### src/rtl/pipe_pkg.sv
// Shared constants and helpers for the elastic pipeline stage.
// Bundles stay flat vectors so any CTRL_W/DATA_W works.
package pipe_pkg;

    localparam int MAX_STAGES = 8;

    // Bubble control value, wide enough for any CTRL_W; cast down at use.
    localparam logic [63:0] CTRL_BUBBLE = '0;

    // Occupancy counts 0..2*stages (main + skid per slot).
    function automatic int cnt_width(input int stages);
        return $clog2(2 * stages + 1);
    endfunction

endpackage

### src/rtl/pipe_stage_elastic_if.sv
// Valid/ready bundle carrying one control word and one data word.
// A transfer happens on a rising edge where valid && ready; while valid=1
// and ready=0 the master holds valid, ctrl and data stable.
interface pipe_stage_elastic_if #(
    parameter int CTRL_W = 3,
    parameter int DATA_W = 69
);
    logic              valid;
    logic              ready;
    logic [CTRL_W-1:0] ctrl;
    logic [DATA_W-1:0] data;

    modport master (output valid, ctrl, data, input ready);
    modport slave  (input valid, ctrl, data, output ready);
endinterface

### src/rtl/pipe_skid_slot.sv
// One elastic slot: a main register feeding downstream plus a one-entry
// skid register, so in_ready depends only on local state.
module pipe_skid_slot
    import pipe_pkg::*;
#(
    parameter int CTRL_W = 3,
    parameter int DATA_W = 69
) (
    input  logic              clk,
    input  logic              rst,
    input  logic              flush,
    input  logic              in_valid,
    output logic              in_ready,
    input  logic [CTRL_W-1:0] in_ctrl,
    input  logic [DATA_W-1:0] in_data,
    output logic              out_valid,
    input  logic              out_ready,
    output logic [CTRL_W-1:0] out_ctrl,
    output logic [DATA_W-1:0] out_data,
    output logic [1:0]        count
);
    logic              main_valid;
    logic [CTRL_W-1:0] main_ctrl;
    logic [DATA_W-1:0] main_data;
    logic              skid_valid;
    logic [CTRL_W-1:0] skid_ctrl;
    logic [DATA_W-1:0] skid_data;

    logic accept;
    logic load_main;

    assign in_ready  = !skid_valid;
    assign accept    = in_valid && in_ready;
    // Main can take a new word when empty or when its word leaves this edge.
    assign load_main = !main_valid || out_ready;

    always_ff @(posedge clk or negedge rst) begin
        if (!rst) begin
            main_valid <= 1'b0;
            main_ctrl  <= '0;
            main_data  <= '0;
            skid_valid <= 1'b0;
            skid_ctrl  <= '0;
            skid_data  <= '0;
        end else if (flush) begin
            main_valid <= 1'b0;
            main_ctrl  <= CTRL_W'(CTRL_BUBBLE);
            skid_valid <= 1'b0;
            skid_ctrl  <= CTRL_W'(CTRL_BUBBLE);
        end else if (load_main) begin
            if (skid_valid) begin
                // in_ready was low, so no new word can collide with this move.
                main_valid <= 1'b1;
                main_ctrl  <= skid_ctrl;
                main_data  <= skid_data;
                skid_valid <= 1'b0;
                skid_ctrl  <= CTRL_W'(CTRL_BUBBLE);
            end else if (accept) begin
                main_valid <= 1'b1;
                main_ctrl  <= in_ctrl;
                main_data  <= in_data;
            end else begin
                main_valid <= 1'b0;
                main_ctrl  <= CTRL_W'(CTRL_BUBBLE);
            end
        end else if (accept) begin
            skid_valid <= 1'b1;
            skid_ctrl  <= in_ctrl;
            skid_data  <= in_data;
        end
    end

    assign out_valid = main_valid;
    assign out_ctrl  = main_ctrl;
    assign out_data  = main_data;
    assign count     = {1'b0, main_valid} + {1'b0, skid_valid};

endmodule

### src/rtl/pipe_stage_elastic.sv
// Elastic pipeline register: STAGES chained skid slots (legal 1..8) with
// synchronous flush and an occupancy count of valid entries.
module pipe_stage_elastic
    import pipe_pkg::*;
#(
    parameter int CTRL_W = 3,
    parameter int DATA_W = 69,
    parameter int STAGES = 1,
    parameter int CNT_W  = cnt_width(STAGES)
) (
    input  logic                 clk,
    input  logic                 rst,
    pipe_stage_elastic_if.slave  in_bus,
    pipe_stage_elastic_if.master out_bus,
    input  logic                 flush,
    output logic [CNT_W-1:0]     occupancy
);
    logic              chain_valid [STAGES+1];
    logic              chain_ready [STAGES+1];
    logic [CTRL_W-1:0] chain_ctrl  [STAGES+1];
    logic [DATA_W-1:0] chain_data  [STAGES+1];
    logic [1:0]        slot_count  [STAGES];
    logic [CNT_W-1:0]  occ_sum;

    assign chain_valid[0]      = in_bus.valid;
    assign chain_ctrl[0]       = in_bus.ctrl;
    assign chain_data[0]       = in_bus.data;
    assign in_bus.ready        = chain_ready[0];
    assign out_bus.valid       = chain_valid[STAGES];
    assign out_bus.ctrl        = chain_ctrl[STAGES];
    assign out_bus.data        = chain_data[STAGES];
    assign chain_ready[STAGES] = out_bus.ready;

    for (genvar k = 0; k < STAGES; k++) begin : g_slot
        pipe_skid_slot #(
            .CTRL_W (CTRL_W),
            .DATA_W (DATA_W)
        ) u_slot (
            .clk       (clk),
            .rst       (rst),
            .flush     (flush),
            .in_valid  (chain_valid[k]),
            .in_ready  (chain_ready[k]),
            .in_ctrl   (chain_ctrl[k]),
            .in_data   (chain_data[k]),
            .out_valid (chain_valid[k+1]),
            .out_ready (chain_ready[k+1]),
            .out_ctrl  (chain_ctrl[k+1]),
            .out_data  (chain_data[k+1]),
            .count     (slot_count[k])
        );
    end

    always_comb begin
        occ_sum = '0;
        for (int k = 0; k < STAGES; k++) begin
            occ_sum = occ_sum + CNT_W'(slot_count[k]);
        end
    end

    assign occupancy = occ_sum;

endmodule

### src/flat_wrapper.sv
// flat-port wrapper written by rule: the top's interface ports become plain ports
module pipe_stage_elastic_flat import pipe_pkg::*;
#(
    parameter int CTRL_W = 3,
    parameter int DATA_W = 69,
    parameter int STAGES = 1,
    parameter int CNT_W  = cnt_width(STAGES)
)
  (clk, rst, flush, occupancy, in_bus_valid, in_bus_ctrl, in_bus_data, in_bus_ready, out_bus_valid, out_bus_ctrl, out_bus_data, out_bus_ready);
  pipe_stage_elastic_if #(.CTRL_W(CTRL_W), .DATA_W(DATA_W)) in_bus_i ();
  pipe_stage_elastic_if #(.CTRL_W(CTRL_W), .DATA_W(DATA_W)) out_bus_i ();
  input  logic clk;
  input  logic rst;
  input  logic flush;
  output logic [CNT_W-1:0] occupancy;
  input wire logic [$bits(in_bus_i.valid)-1:0] in_bus_valid;
  input wire logic [$bits(in_bus_i.ctrl)-1:0] in_bus_ctrl;
  input wire logic [$bits(in_bus_i.data)-1:0] in_bus_data;
  output wire logic [$bits(in_bus_i.ready)-1:0] in_bus_ready;
  output wire logic [$bits(out_bus_i.valid)-1:0] out_bus_valid;
  output wire logic [$bits(out_bus_i.ctrl)-1:0] out_bus_ctrl;
  output wire logic [$bits(out_bus_i.data)-1:0] out_bus_data;
  input wire logic [$bits(out_bus_i.ready)-1:0] out_bus_ready;
  assign in_bus_i.valid = in_bus_valid;
  assign in_bus_i.ctrl = in_bus_ctrl;
  assign in_bus_i.data = in_bus_data;
  assign in_bus_ready = in_bus_i.ready;
  assign out_bus_valid = out_bus_i.valid;
  assign out_bus_ctrl = out_bus_i.ctrl;
  assign out_bus_data = out_bus_i.data;
  assign out_bus_i.ready = out_bus_ready;
  pipe_stage_elastic #(.CTRL_W(CTRL_W), .DATA_W(DATA_W), .STAGES(STAGES), .CNT_W(CNT_W)) u_core (.clk(clk), .rst(rst), .in_bus(in_bus_i), .out_bus(out_bus_i), .flush(flush), .occupancy(occupancy));
endmodule
### config.mk
export PLATFORM = sky130hd
export DESIGN_NAME = pipe_stage_elastic_flat
export DESIGN_NICKNAME = d
export VERILOG_FILES = /design/src/rtl/pipe_pkg.sv /design/src/rtl/pipe_stage_elastic_if.sv /design/src/rtl/pipe_skid_slot.sv /design/src/rtl/pipe_stage_elastic.sv /design/src/flat_wrapper.sv
export SDC_FILE = /design/constraint.sdc
export NUM_CORES = 1
export LEC_CHECK = 0
export CAP_MARGIN = 20
export CORE_UTILIZATION = 30
export CTS_CLUSTER_DIAMETER = 60
export DETAILED_ROUTE_END_ITERATION = 10
export MAX_ROUTING_LAYER = met4
export PLACE_DENSITY = 0.63
export SLEW_MARGIN = 20
export SYNTH_ARGS = -nofsm -noshare
export SYNTH_HDL_FRONTEND = slang
export SYNTH_SLANG_ARGS = --single-unit
### constraint.sdc
create_clock -name clk -period 3.95 [get_ports clk]
set_input_delay 0.79 -clock clk [delete_from_list [all_inputs] [get_ports clk]]
set_output_delay 0.79 -clock clk [all_outputs]
set_load 0.05 [all_outputs]
# [Word level (Yosys, flattened, before mapping)]
# Index checks and enable logic that the tools add are counted.
# W data, S select, Z words.
[totals] regBits=146
[op_classes] addsub=1 eq_ne=1 mux=17 n_bitwise=2 reduce_logical=10
[op_table] operator="$mux W69" n=2
[op_table] operator="$mux W3" n=8
[op_table] operator="$mux W1" n=7
[op_table] operator="$reduce_and A3 Y1" n=2
[op_table] operator="$reduce_bool A2 Y1" n=2
[op_table] operator="$ne A3 B3 Y1 const B" n=1
[op_table] operator="$reduce_bool A3 Y1" n=1
[op_table] operator="$add A1 B1 Y2" n=1
[op_table] operator="$logic_not A1 Y1" n=2
[op_table] operator="$not A1 Y1" n=2
[op_table] operator="$reduce_and A2 Y1" n=1
[op_table] operator="$logic_and A1 B1 Y1" n=1
[op_table] operator="$logic_or A1 B1 Y1" n=1

# [Depth between registers and ports, before layout]
# Gate-level depths: netlist of the first run.
[logic_depth] depth_word=6 depth_mapped=6 depth_no_buf=3

# [Least setup slack after synthesis of the first run]
# No wires, ideal clock.
[synth_timing] kind="flip-flop to output port" start="register u_core.g_slot[0].u_slot.main_valid" end="output occupancy[0]" t_arrival_ns=1.207 required_ns=3.160 slack_ns=1.953 stages_incl_launch_ff=2 path_cell_list="dfrtp_1 > ha_1"
[synth_via] elab_chain_cells=1
[synth_rtl] item="start: declaration" line="pipe_skid_slot.sv:22" text="logic main_valid;"
[synth_rtl] item="start signal: assignment" line="pipe_skid_slot.sv:39" text="main_valid <= 1'b0;"
[synth_rtl] item="start signal: assignment" line="pipe_skid_slot.sv:46" text="main_valid <= 1'b0;"
[synth_rtl] item="start signal: assignment" line="pipe_skid_slot.sv:53" text="main_valid <= 1'b1;"
[synth_rtl] item="$add A1 B1 Y2" line="pipe_skid_slot.sv:76" text="assign count = {1'b0, main_valid} + {1'b0, skid_valid};"
[synth_rtl] item="end: declaration" line="flat_wrapper.sv:15" text="output logic [CNT_W-1:0] occupancy;"
# No other way between the ends.

# [Worst setup path after layout of the first run]
[layout_timing] start="register u_core.g_slot[0].u_slot.skid_valid" end="output occupancy[0]"
[layout_via] elab_chain_cells=1
[layout_rtl] item="start: declaration" line="pipe_skid_slot.sv:25" text="logic skid_valid;"
[layout_rtl] item="start signal: assignment" line="pipe_skid_slot.sv:42" text="skid_valid <= 1'b0;"
[layout_rtl] item="start signal: assignment" line="pipe_skid_slot.sv:48" text="skid_valid <= 1'b0;"
[layout_rtl] item="start signal: assignment" line="pipe_skid_slot.sv:56" text="skid_valid <= 1'b0;"
[layout_rtl] item="$add A1 B1 Y2" line="pipe_skid_slot.sv:76"
# No other way between the ends.

==> results.txt, run 1 <==
For this run, the share of the core covered by cells in the final layout is 0.418. The number of global-route vias before repair came out at 4151. The antenna diode count is 0.

The type of element capturing the critical path is an output pin. The boundary pin count is between 150 and 200. After synthesis the netlist holds a flip-flop and latch count of 146. The clock sink count is 146. Timing would allow up to between 300 and 400 MHz. The filler cell count came out at slightly below 2000.

The initial antenna violation count is 0. The H-tree was split into 4 levels. After clock tree synthesis, the repair step resized 0 gates. The initialized floorplan defines 53 standard-cell rows. For this run, the total global-route usage over all layers was measured as 0.133. In this run the remaining antenna-violating nets after routing total 0. The largest vdd supply drop came out at about 260 uV. The async set-reset flop share out of synthesis came out at 1.00. The count of buffers added on input and output ports is around 150. The critical path required time came out at approximately 3.2 ns.

The layout overhead on the synthesized area came out at 37.1%. The fraction of layout instances using a drive strength above 1 is 0.433. The largest area contributor in the netlist is sky130_fd_sc_hd__dfrtp_1. The number of slew-limit violations in the final report is 0. The post-detailed-route wirelength per cell is about 16 um. The worst max-slew margin expressed relative to the limit came out at 0.402.

The clock-pin slew of the registers on the worst-case setup and hold paths came out at ~0.06 ns. By instance count, the leading cell after synthesis is sky130_fd_sc_hd__mux2_2. The clock reaches the later pin of the worst-skew pair after between 0.4 and 0.5 ns. The setup skew after layout came out at ~0.0064 ns. The overflow left after global routing is 0. The final-report setup violation count is 0. The mean area per synthesized cell is around 16 um^2.

The region available for standard cell placement spans 21000 um^2. The placed wire-length estimate after detailed placement came out at between 8000 and 9000 um. In the routed design, unresolved DRC markers number 0. In this run the cell area of the synthesized design comes to 6400 um^2. For this run, the detailed router's first-pass iteration total came to 5.

The global-route wire length before repair came out at approximately 22000 um. The final layout contains between 600 and 700 nets. The synthesized design contains 0 enable-type register cells.

Once placement finished, the instance area stood at a little over 8000 um^2. The via count normalized by instance count came out at approximately 4.6. At the end of routability-driven placement, the weighted congestion stood at between 0.7 and 0.8.

In this run the worst path has a maximum fanout of 38. For this run, the leading register cell type out of synthesis is sky130_fd_sc_hd__dfrtp_1. The first-iteration detailed-routing DRC count is 120. The startpoint-to-endpoint class of the critical path is flop to output pin. The number of buffers between clock root and the deepest sink is 2.

After synthesis, the cell types taking the most area are sky130_fd_sc_hd__dfrtp_1 (57%), sky130_fd_sc_hd__mux2_2 (35%), sky130_fd_sc_hd__mux2_4 (2.3%). Setup repair after global routing left no endpoint under its margin. The total power of the final layout is between 0.005 and 0.006 W. Walking the worst path, the cells encountered are ha_1, clkdlybuf4s50_1. The number of buffers inserted by hold repair at cts is 0. The transition time of the tightest slew-check pin came out at 0.897 ns.

The flow ran to the end, and the final reports show no timing, DRC or antenna violations. The final route contains a little under 4000 vias. The slowest stage of the critical path is the sky130_fd_sc_hd__clkdlybuf4s50_1 cell. In the final layout, flip-flops and latches occupy about 3700 um^2. The pin count of the biggest net entering global routing is 110. Synthesis handed over a netlist of around 410 instances. The die covers approximately 22000 um^2. The power per cell area is between 500 and 600 nW/um^2. The total nets after synthesis is around 480. Dividing the final minimum period by the clock period gives 0.774. For the worst setup path, the data arrival time is 2.27 ns. The Yosys warning count came out at 0.

The number of maximum-capacitance violations came out at 0. The initial core utilization came out at 0.305. The area taken by multi-input logic gates came out at between 2000 and 3000 um^2.

By count the netlist is led by sky130_fd_sc_hd__mux2_2 (197), sky130_fd_sc_hd__dfrtp_1 (146), sky130_fd_sc_hd__buf_2 (12), sky130_fd_sc_hd__mux2_4 (10), sky130_fd_sc_hd__buf_6 (9). The share of synthesized area in the top cell type comes to 0.571. The portion of the post-synthesis area used by sequential elements is 0.571. Measured along the x axis, the die boundary spans ~150 um. The final cell count without fillers came out at between 800 and 900. The cell leakage power is 3.64 nW. For this run, the slowest stage of the critical path takes 0.79 ns.

The root buffer cell chosen for the clock tree is sky130_fd_sc_hd__clkbuf_16. The worst setup path is launched from a flop. The min-delay analysis places its worst path in the category input port to async pin. The floorplan die height came out at roughly 150 um. The TritonCTS clock tree is done. The count of cell types in the netlist came out at 23. The setup TNS after final layout is 0 ns. The clock period minus worst slack came out at just over 3 ns. After clock tree synthesis, the setup repair step added 0 buffers. The count of placed standard cells including taps is between 800 and 900. The number of endpoints with negative hold slack in the final report was 0. Once layout is done, the placed cells without fillers occupy 8770 um^2. In this run, CTS created clock tree buffers numbering 17. For this block, the routed nets add up to 13500 um of wire.
state kept, by name, indices dropped and copies added, names as in the netlist:
| register | cells |
|---|---|
| u_core.g_slot.u_slot.out_valid | 1 |
| u_core.g_slot.u_slot.skid_ctrl | 3 |
| u_core.g_slot.u_slot.out_data | 69 |
| u_core.g_slot.u_slot.skid_valid | 1 |
| u_core.g_slot.u_slot.skid_data | 69 |
| u_core.g_slot.u_slot.out_ctrl | 3 |
cell families after synthesis:
| group | Yosys count | share of synthesized area |
|---|---|---|
| AOI/OAI and AO/OA | 12 | 0.0158 |
| adders and majority gates | 1 | 0.00196 |
| and+or+nand+nor | 12 | 0.0115 |
| DFF | 146 | 0.571 |
| muxes | 207 | 0.370 |
| buffers and inverters | 27 | 0.0293 |
cell usage in the layout (no fill, tap or decap):
master                              n
sky130_fd_sc_hd__o21ai_0            1
sky130_fd_sc_hd__clkinv_2           3
sky130_fd_sc_hd__a21o_1             1
sky130_fd_sc_hd__clkdlybuf4s50_1  151
sky130_fd_sc_hd__dfrtp_4            1
sky130_fd_sc_hd__and2_1             1
sky130_fd_sc_hd__mux2_2           197
sky130_fd_sc_hd__buf_12             1
sky130_fd_sc_hd__bufinv_16          4
sky130_fd_sc_hd__ha_1               1
sky130_fd_sc_hd__inv_1              4
sky130_fd_sc_hd__clkbuf_8           2
sky130_fd_sc_hd__nor2_1             5
sky130_fd_sc_hd__nand2b_1           2
sky130_fd_sc_hd__a31oi_1            1
sky130_fd_sc_hd__nor2_4             1
sky130_fd_sc_hd__clkbuf_16         17
sky130_fd_sc_hd__clkinv_4           2
sky130_fd_sc_hd__clkinvlp_4         1
sky130_fd_sc_hd__o32ai_1            3
sky130_fd_sc_hd__buf_4              5
sky130_fd_sc_hd__and2b_2            1
sky130_fd_sc_hd__mux2_4            10
sky130_fd_sc_hd__o21bai_4           1
sky130_fd_sc_hd__a22oi_1            2
sky130_fd_sc_hd__nand3_4            1
sky130_fd_sc_hd__a211oi_1           3
sky130_fd_sc_hd__dfrtp_1          145
sky130_fd_sc_hd__clkbuf_1           2
sky130_fd_sc_hd__nor2b_1            1
area by class of cell:
| cell class | count | area share |
|---|---|---|
| Multi-Input combinational cell | 232 | 0.292 |
| Sequential cell | 146 | 0.417 |
| Clock inverter | 10 | 0.0183 |
| Timing Repair Buffer | 158 | 0.180 |
| Inverter | 4 | 0.00171 |
| Clock buffer | 20 | 0.0509 |
| Tap cell | 275 | 0.0392 |
critical path: cells and delay by family (launching register included):
family | cells | cell delay, ns
fa+ha+maj | 1 | 0.37
buf+inv | 1 | 0.79
flops | 1 | 0.69
stage by stage:
step / setup WS (ns) / hold slack, ns
finish: 0.892 / 0.496
global route: 0.785 / 0.506
CTS: 0.842 / 0.501
detailed placement: 1.03 / 0.487
global placement: 1.10 / 0.482
floorplan: 1.95 / 0.474
layer usage:
| metal | global-route usage | share of wire | wire length [um] | vias up |
|---|---|---|---|---|
| li1 | - | - | - | 1769 |
| met5 | - | 0 | 0 | - |
| met1 | 0.159 | 0.44 | 5990 | 1976 |
| met4 | 0.0485 | 0.0096 | 129 | 0 |
| met2 | 0.212 | 0.50 | 6710 | 101 |
| met3 | 0.0380 | 0.048 | 649 | 9 |
power breakdown:
part | internal [W] | switching, W | total [W] | leakage (nW)
logic | 0.000623 | 0.000756 | 0.00138 | 1.58
registers | 0.00184 | 0.000174 | 0.00201 | 1.76
clock network | 0.00107 | 0.000609 | 0.00168 | 0.296
total | 0.00353 | 0.00154 | 0.00507 | 3.64
path summary, 6_finish.rpt:
| path | slack, ns | cells past startpoint | startpoint | to |
|---|---|---|---|---|
| worst max register to register | 1.68 | 4 | u_core.g_slot[0].u_slot.skid_valid | u_core.g_slot[0].u_slot.skid_data[58] |
| worst min register to register | 0.50 | 1 | u_core.g_slot[0].u_slot.skid_data[51] | u_core.g_slot[0].u_slot.skid_data[51] |
| min in group clk | 0.50 | 1 | u_core.g_slot[0].u_slot.skid_data[51] | u_core.g_slot[0].u_slot.skid_data[51] |
| worst max-delay path | 0.89 | 2 | u_core.g_slot[0].u_slot.skid_valid | occupancy[0] |
| worst min-delay path | 0.50 | 1 | rst | u_core.g_slot[0].u_slot.out_data[61] |
| max in group asynchronous | 2.58 | 2 | rst | u_core.g_slot[0].u_slot.out_data[55] |
Note: power is estimated with default switching activity, not from simulation.
==> inputs of run 2 (changes only) <==
==> constraint.sdc (replaced) <==
create_clock -name clk -period 2.9 [get_ports clk]
set_input_delay 0.58 -clock clk [delete_from_list [all_inputs] [get_ports clk]]
set_output_delay 0.58 -clock clk [all_outputs]
set_load 0.05 [all_outputs]
==> results.txt, run 2 (synthesis gave the netlist of run 1 again) <==
The maximum level of the CTS H-tree came out at 4 (unchanged). The number of buffers between clock root and the deepest sink came out at 2 (unchanged). The utilization after layout came out at 0.423 (was 0.418). The post-detailed-route wirelength per cell is 15.9 um (was 16.0 um). The post-detailed-route DRC marker count came out at 0 (unchanged). The fraction of layout instances using a drive strength above 1 came out at 0.434 (was 0.433). The startpoint type of the worst setup path is a flop (unchanged). The residual antenna-violating net count after detailed routing is 0 (unchanged).

The floorplan die height is 148 um (unchanged). The number of cells upsized or downsized after cts came out at 0 (unchanged). The clock-pin slew of the registers on the worst-case setup and hold paths is 0.06 ns (about the same).

The standard cell area after detailed placement was 8240 um^2 (was 8160 um^2). The TritonCTS clock tree is done (unchanged). The overflow left after global routing is 0 (unchanged). The count of nets after finishing is 639 (was 637). The initial core utilization came out at 0.305 (unchanged). The via count normalized by instance count came out at 4.58 (was 4.56).

The layout overhead on the synthesized area is 38.4% (was 37.1%). Highest-count cells in the layout ignoring fill and taps: sky130_fd_sc_hd__mux2_2 (197), sky130_fd_sc_hd__clkdlybuf4s50_1 (151), sky130_fd_sc_hd__dfrtp_1 (145) (unchanged). The slowest cell on the critical path is sky130_fd_sc_hd__clkdlybuf4s50_1 (unchanged).

The count of buffers added by post-CTS timing repair for setup came out at 0 (unchanged). The total iterations of the first detailed-routing run is 4 (was 5). The number of buffers inserted by hold repair at cts came to 0 (unchanged). The final-report setup violation count came to 0 (unchanged).

The total core area is 21000 um^2 (unchanged). Unrepaired setup endpoints after global routing: no (unchanged). Status: complete, no violations (unchanged). The worst max-slew margin expressed relative to the limit came out at 0.600 (was 0.402).

The power per cell area is 781 nW/um^2 (was 578 nW/um^2). The leading cell type in the layout, fill and taps excluded is sky130_fd_sc_hd__mux2_2 (unchanged). The minimum setup slack in the final design is 0.329 ns (was 0.892 ns). The clock period minus worst slack came out at roughly 2.6 ns. The placed wire-length estimate after detailed placement is 9120 um (was 8780 um). The number of global-route vias before repair came to 4302 (was 4151). The delay of the slowest cell on the worst path came out at 0.80 ns (was 0.79 ns).

The category of cells accounting for the largest share of critical-path delay is buffers and inverters (unchanged). The critical path required time is 2.32 ns (was 3.16 ns). The boundary pin count is 153 (unchanged). The buffers plus inverters on the worst setup path came out at 1 (unchanged). The arrival time reported for the critical path endpoint is 1.99 ns (was 2.27 ns). The cell at the root of the clock tree is sky130_fd_sc_hd__clkbuf_16 (unchanged). The CTS buffer count came out at 17 (unchanged). The highest net fanout along the worst path came out at 4 (was 38). Of the available clock period, the critical path in the final layout requires 0.886. The number of rows in the core area was 53 (unchanged).

The clock insertion delay at the later pin of the skew report came out at 0.41 ns (about the same). The antenna diode count is 0 (unchanged). The initial antenna violation count is 0 (unchanged).

The type of the tightest min-delay check is input port to async pin (unchanged). The setup skew after layout was 0.00834 ns (was 0.00637 ns). The transition time of the tightest slew-check pin came to 0.600 ns (was 0.897 ns). The type of element capturing the critical path is an output pin (unchanged). The first-iteration detailed-routing DRC count is 131 (was 120). The filler cell count came out at 1920 (was 1981). The clock sink count came out at 146 (unchanged). The number of slew-limit violations in the final report is 0 (unchanged). Cell-by-cell listing of the critical path: ha_1, clkdlybuf4s50_1 (unchanged). The largest vdd supply drop came out at 360 uV (was 263 uV). The number of vias after detailed routing came to 3885 (was 3855). The number of maximum-capacitance violations is 0 (unchanged).

The die footprint came out at 21900 um^2 (unchanged). The total power of the final layout came to 0.00692 W (was 0.00507 W). The overall global routing resource usage came out at 0.136 (was 0.133). Timing would allow up to between 300 and 400 MHz. The pin count of the biggest net entering global routing is 54 (was 110). The worst slack at placement is 0.509 ns (was 1.03 ns).

The cell leakage power is 3.68 nW (was 3.64 nW). The startpoint-to-endpoint class of the critical path was flop to output pin (unchanged). The setup TNS after final layout is 0 ns (unchanged).

The global-route wire length before repair is 22500 um (was 21700 um). The count of buffers inserted at the top-level ports is 152 (unchanged). The number of endpoints with negative hold slack in the final report came out at 0 (unchanged). The horizontal die dimension is 148 um (unchanged). The final routed wirelength across all metal layers came out at 13500 um (about the same).

The final design area excluding fillers came out at 8850 um^2 (was 8770 um^2). The final weighted congestion in routability-driven placement is 0.774 (was 0.768).
## run 2: cell types whose count changed in the layout (fill, tap and decap cells not counted), sizes merged
cell and delta:
bufinv -1, clkbuf +4, inv +1, clkinvlp -1, buf +3, clkinv -2
## run 2: layout make-up
type | count | area (um^2) | share of cell area
Multi-Input combinational cell | 232 | 2560 | 0.290
Tap cell | 275 | 344 | 0.0389
Clock inverter | 7 | 121 | 0.0137
Clock buffer | 25 | 495 | 0.0560
Inverter | 4 | 15.0 | 0.00170
Timing Repair Buffer | 160 | 1660 | 0.187
Sequential cell | 146 | 3660 | 0.413
## run 2: worst paths after layout
kind                       cells after the start                                  start                               endpoint  slack (ns)
setup / recovery                               2     u_core.g_slot[0].u_slot.skid_valid                           occupancy[0]        0.33
hold reg to reg                                1  u_core.g_slot[0].u_slot.skid_data[44]  u_core.g_slot[0].u_slot.skid_data[44]        0.50
setup reg to reg                               5     u_core.g_slot[0].u_slot.skid_valid  u_core.g_slot[0].u_slot.skid_data[34]        0.85
max in group asynchronous                      2                                    rst  u_core.g_slot[0].u_slot.skid_data[32]        2.08
min in group clk                               1  u_core.g_slot[0].u_slot.skid_data[44]  u_core.g_slot[0].u_slot.skid_data[44]        0.50
hold / removal                                 1                                    rst   u_core.g_slot[0].u_slot.out_data[61]        0.13
## run 2: through the flow
stage / instances / hold WS (ns)
CTS: 849 / 0.131
global route: 849 / 0.145
global placement: 817 / 0.482
detailed placement: 817 / 0.487
floorplan: 405 / 0.284
finish: 849 / 0.130
## run 2: metal layers
metal  GRT usage  share of wire
met5           -              0
met4      0.0485          0.014
met3      0.0333          0.049
met2       0.215           0.48
met1       0.170           0.45
## run 2: where the power goes
group / total (W) / internal (W) / switching [W]
logic: 0.00190 / 0.000859 / 0.00104
clock network: 0.00228 / 0.00145 / 0.000826
registers: 0.00274 / 0.00251 / 0.000237
total: 0.00692 / 0.00482 / 0.00210
==> inputs of run 3 (changes only) <==
--- a/config.mk
+++ b/config.mk
@@ -5,6 +5,7 @@
 export SDC_FILE = /design/constraint.sdc
 export NUM_CORES = 1
 export LEC_CHECK = 0
+export ABC_CLOCK_PERIOD_IN_PS = 2900
 export CAP_MARGIN = 20
 export CORE_UTILIZATION = 30
 export CTS_CLUSTER_DIAMETER = 60
==> results of run 3 <==
The final DEF is identical to that of run 2; final timing and power are the same.
